==> config.mk <==
export PLATFORM = sky130hd
export DESIGN_NAME = bch_dec_stream_codec
export DESIGN_NICKNAME = d
export VERILOG_FILES = /design/src/rtl/bch_dec_stream_codec.sv
export SDC_FILE = /design/constraint.sdc
export NUM_CORES = 1
export LEC_CHECK = 0
export ABC_AREA = 1
export BUFFER_PORTS_ARGS = -buffer_cell sky130_fd_sc_hd__clkbuf_2
export CAP_MARGIN = 40
export CORE_ASPECT_RATIO = 1.75
export CORE_MARGIN = 10
export CORE_UTILIZATION = 55
export DETAILED_ROUTE_END_ITERATION = 8
export HOLD_SLACK_MARGIN = 0.1
export PLACE_DENSITY_LB_ADDON = 0.12
export SYNTH_ARGS = -nofsm -noshare
export SYNTH_HDL_FRONTEND = slang
export SYNTH_SLANG_ARGS = --single-unit
==> constraint.sdc <==
create_clock -name clk -period 2 [get_ports clk]
set_input_delay 0.3 -clock clk [delete_from_list [all_inputs] [get_ports clk]]
set_output_delay 0.3 -clock clk [all_outputs]
set_load 0.05 [all_outputs]
==> src/rtl/bch_dec_stream_codec.sv <==
// bch_dec_stream_codec: streaming DEC BCH parity/syndrome remainder engine with frame-length check.
module bch_dec_stream_codec #(
  parameter int              P_M     = 5,
  parameter int              P_K     = 21,
  parameter int              P_W     = 1,
  parameter logic [2*P_M:0]  P_GPOLY = 11'h769
) (
  input  logic               clk,
  input  logic               rst_n,
  input  logic               mode_i,
  input  logic               s_valid_i,
  output logic               s_ready_o,
  input  logic [P_W-1:0]     s_data_i,
  input  logic               s_last_i,
  output logic               m_valid_o,
  input  logic               m_ready_i,
  output logic [2*P_M-1:0]   m_data_o,
  output logic               m_zero_o,
  output logic               m_err_o
);
  localparam int R  = 2 * P_M;
  localparam int B0 = (P_K + P_W - 1) / P_W;
  localparam int B1 = (P_K + R + P_W - 1) / P_W;
  localparam int CW = $clog2(B1 + 2);
  localparam logic [R-1:0] G = P_GPOLY[R-1:0];
  typedef enum logic {ACC, HOLD} state_t;
  state_t        state, state_nxt;
  logic [1:0]    rst_sync;
  logic          rst_q_n;
  logic [R-1:0]  rem, rem_nxt;
  logic [CW-1:0] cnt;
  logic          mode_q, fmode, fire, fb, len_ok;
  // reset asserts asynchronously but is released in step with clk
  always_ff @(posedge clk or negedge rst_n)
    if (!rst_n) rst_sync <= '0;
    else        rst_sync <= {rst_sync[0], 1'b1};
  assign rst_q_n = rst_sync[1];
  assign fire    = s_valid_i & s_ready_o;
  assign fmode   = (cnt == '0) ? mode_i : mode_q;
  assign len_ok  = (int'(cnt) + 1) == (fmode ? B1 : B0);
  // parity mode injects data at the feedback tap (x^R premultiply), syndrome mode at the LSB
  always_comb begin
    rem_nxt = rem;
    fb      = 1'b0;
    for (int i = P_W - 1; i >= 0; i--) begin
      fb      = rem_nxt[R-1] ^ (~fmode & s_data_i[i]);
      rem_nxt = {rem_nxt[R-2:0], fmode & s_data_i[i]} ^ ({R{fb}} & G);
    end
  end
  always_ff @(posedge clk or negedge rst_q_n)
    if (!rst_q_n) state <= ACC;
    else          state <= state_nxt;
  always_comb
    state_nxt = (state == ACC) ? ((fire & s_last_i) ? HOLD : ACC) : (m_ready_i ? ACC : HOLD);
  always_comb begin
    s_ready_o = (state == ACC) & rst_q_n;
    m_valid_o = state == HOLD;
  end
  always_ff @(posedge clk or negedge rst_q_n)
    if (!rst_q_n) begin
      rem      <= '0;
      cnt      <= '0;
      mode_q   <= 1'b0;
      m_data_o <= '0;
      m_zero_o <= 1'b0;
      m_err_o  <= 1'b0;
    end else if (fire) begin
      mode_q <= fmode;
      if (s_last_i) begin
        rem      <= '0;
        cnt      <= '0;
        m_data_o <= rem_nxt;
        m_zero_o <= fmode & ~|rem_nxt;
        m_err_o  <= ~len_ok;
      end else begin
        rem <= rem_nxt;
        cnt <= (&cnt) ? cnt : cnt + 1'b1;
      end
    end
endmodule

==> flow_summary.toml <==
[worst_setup_path]
reg2reg_slack_ps = 410
rr_startpoint = "cnt[0]"
slowest_stage = "dfrtp_1"
worstPathCellList = "inv_1 > ha_1 > nand3_2 > nand2_1 > nand3_2 > nand2_4 > inv_2 > nand2_2 > nand2_2 > nor2_1 > nand2_1 > nand2_1"
criticalPathCategory = "reg2reg"
rr_worst_depth = 12
required_ps = 2230
endpoint_kind = "flop"
reg2reg_to = "m_zero_o"
cp_max_fo = 7
slowest_delay_ps = 440
crit_buf_inv = 2
cp-start-kind = "flop"
worst_ep_arrival_time_ps = 1820
cp_common_cell = "nand2_1"
cpLargestDelayFamily = "simple AND/OR/NAND/NOR gates"

[placement]
dpl.hpwl_um = 2380
pre_cts_ws_ps = 415
port_buffers = 20
gp_congestion = 0.820

[die]
rows = 25
initial_core_util = 0.562
coreArea_mm2 = 0.00266
fp.dieH_um = 89.0
ios = 21
die_w_um = 59.4
die_area_mm2 = 0.00529

[clock_tree]
cts_tree = "yes"
clk_latency_ps = 290
clockBufferDepth = 2
clock-root-buffer = "clkbuf_8"
numClockSinks = 32
cts_made_buffers = 5
htree_levels = 2
postCtsSetupRepairBufs = 0
clk_pin_slew_worst_paths_ps = 70

[grt]
antenna_found_initial = 0
gr-usage-all-layers = 0.132
gr-total-overflow = 0
grt_max_degree = 31
grt_pass1_vias = 1289
grt_pass1_wl_um = 5400

[power_and_ir_drop]
combPwrFrac = 0.436
p_per_area_mw_per_mm2 = 1550
p_switching_mw = 1.20
p_int_mw = 1.54
pwr-share-clk = 0.225
seq_power_share = 0.339
p_leak_nw = 0.895
switching_share = 0.438
vdd_drop_max_mv = 0.876

[sta]
layout_min_cycle_time_ps = 1590
finClkSkew_ps = 6.73
period_share = 0.794
worst_slack_ps = 412
holdWs_ps = 192
drv_slew = 0
tns_ps = 0
rsz0062_at_grt = "no"
setup_violations = 0
final-hold-violation-count = 0
fmax_mhz = 630

[yosys]
syn-num-nets = 180
syn_inst = 171
yosysUniqueCellTypes = 24
syn-cell-area_mm2 = 0.00150
yosys_warnings = 0
seq_area_frac_synth = 0.536
synth-async-reset-ratio = 1.00
synth_top_area_frac = 0.536
yosysMostFrequentCell = "nand2_1"
ys.flop_type = "dfrtp_1"
synth.cells.most_frequent = "nand2_1 (36), dfrtp_1 (32), inv_1 (25), o22ai_1 (14), o21ai_0 (9)"
synth-edff-count = 0
ys_ff_latch = 32
synth_largest_area_cell = "dfrtp_1"
synth_area_per_cell_um2 = 8.74
synthTopCellsByArea = "dfrtp_1 (54%), nand2_1 (9.0%), inv_1 (6.3%), o22ai_1 (5.9%), o21ai_0 (3.0%)"

[worst_hold_path]
hold_end = "m_valid_o"
hp-class = "in2reg"
min_path_cells = 2
hold_start = "m_ready_i"

[final_layout]
nNetsFinal = 207
drive_gt1_frac = 0.236
num_antenna_cells = 0
syn_to_final_growth_pct = 18.2
fillers = 227

[flow_run]
maxCapViolations = 0

[drt]
drc = 0
ant_nets = 0
dr.pass1.iters = 4
wl_per_cell_um = 13.9
drt_wl_total_um = 3140
vias = 1190
via_per_inst = 5.27
drt_first_iter_violations = 29

[status]
status = "finished clean"
[cell families (layout without fill, tap and decap cells)]
kind of cell,after synthesis,in the layout,share of synthesized area
XOR/XNOR,4,4,0.0234
other,1,1,0.00251
adder cells (fa/ha/maj),2,2,0.0167
flip-flops,32,32,0.536
AND/OR/NAND/NOR,71,71,0.230
buffers and inverters,31,59,0.0778
AO/OA/AOI/OAI,30,30,0.114
[worst max-delay path by stage]
stage                 from       end  slack (ps)  depth (start not counted)
4_1_cts             cnt[0]  m_zero_o         400                         12
3_5_place_dp        cnt[0]  m_zero_o         410                         12
5_1_grt             cnt[0]  m_zero_o         150                         10
6_report            cnt[0]  m_zero_o         410                         12
3_3_place_gp        cnt[0]  m_zero_o         430                         10
2_1_floorplan  rst_sync[1]  m_zero_o         100                         10
[flip-flops by register name, summed over array words and instances (netlist names)]
register   cells
rst_sync       2
m_zero_o       1
cnt            6
m_err_o        1
m_data_o      10
rem           10
m_valid_o      1
mode_q         1
[power by group through the flow]
stage | registers (mW) | logic [mW] | clock network (mW)
after floorplan | 1.24 | 0.617 | 0
after global placement | 0.936 | 1.18 | 0
after detailed placement | 0.939 | 1.20 | 0
after CTS | 0.928 | 1.21 | 0.629
after global routing | 0.952 | 1.32 | 0.644
final | 0.928 | 1.19 | 0.614
[metal layers]
metal,track usage,up-vias,part of all wire
li1,-,604,-
met1,0.120,550,0.38
met2,0.236,26,0.55
met3,0.0398,10,0.044
met4,0.0922,0,0.030
met5,0,-,0
[layout by cell type, fill, tap and decap left out, drive strengths merged]
cell / synthesis / routed
buf: 0 / 3
clkbuf: 4 / 25
bufinv: 0 / 1
inv: 27 / 27
and2: 1 / 1
nor4: 1 / 1
nand4: 3 / 3
nor3: 1 / 1
o21ai: 15 / 15
ha: 2 / 2
conb: 1 / 1
clkinvlp: 0 / 1
dlygate4sd3: 0 / 1
xnor2: 2 / 2
nand2: 43 / 43
nor2: 11 / 11
clkinv: 0 / 1
o21a: 1 / 1
nand3: 11 / 11
dfrtp: 32 / 32
xor2: 2 / 2
o22ai: 14 / 14
[metrics by stage]
| stage | cells | util | area, µm² | total power [mW] |
|---|---|---|---|---|
| final | 226 | 0.664 | 1770 | 2.73 |
| after detailed placement | 217 | 0.619 | 1650 | 2.14 |
| after floorplan | 171 | - | 1500 | 1.86 |
| after global routing | 226 | 0.664 | 1770 | 2.92 |
| after CTS | 226 | 0.664 | 1770 | 2.76 |
| after global placement | 217 | 0.619 | 1650 | 2.12 |
[area by class of cell]
| class | count | area [µm²] | area share |
|---|---|---|---|
| flip-flops and latches | 32 | 805 | 0.455 |
| multi-input cells | 108 | 583 | 0.330 |
| repair buffers | 24 | 133 | 0.0751 |
| inverters | 27 | 101 | 0.0574 |
| clock buffers | 5 | 68.8 | 0.0390 |
| clock inverters | 3 | 42.5 | 0.0241 |
| well taps | 27 | 33.8 | 0.0191 |
[what timing repair did]
item,in CTS,in global routing
hold endpoints to repair,2,0
resized for setup,0,0
hold buffers,1,0
No activity file was read; power rests on OpenSTA's default activity.
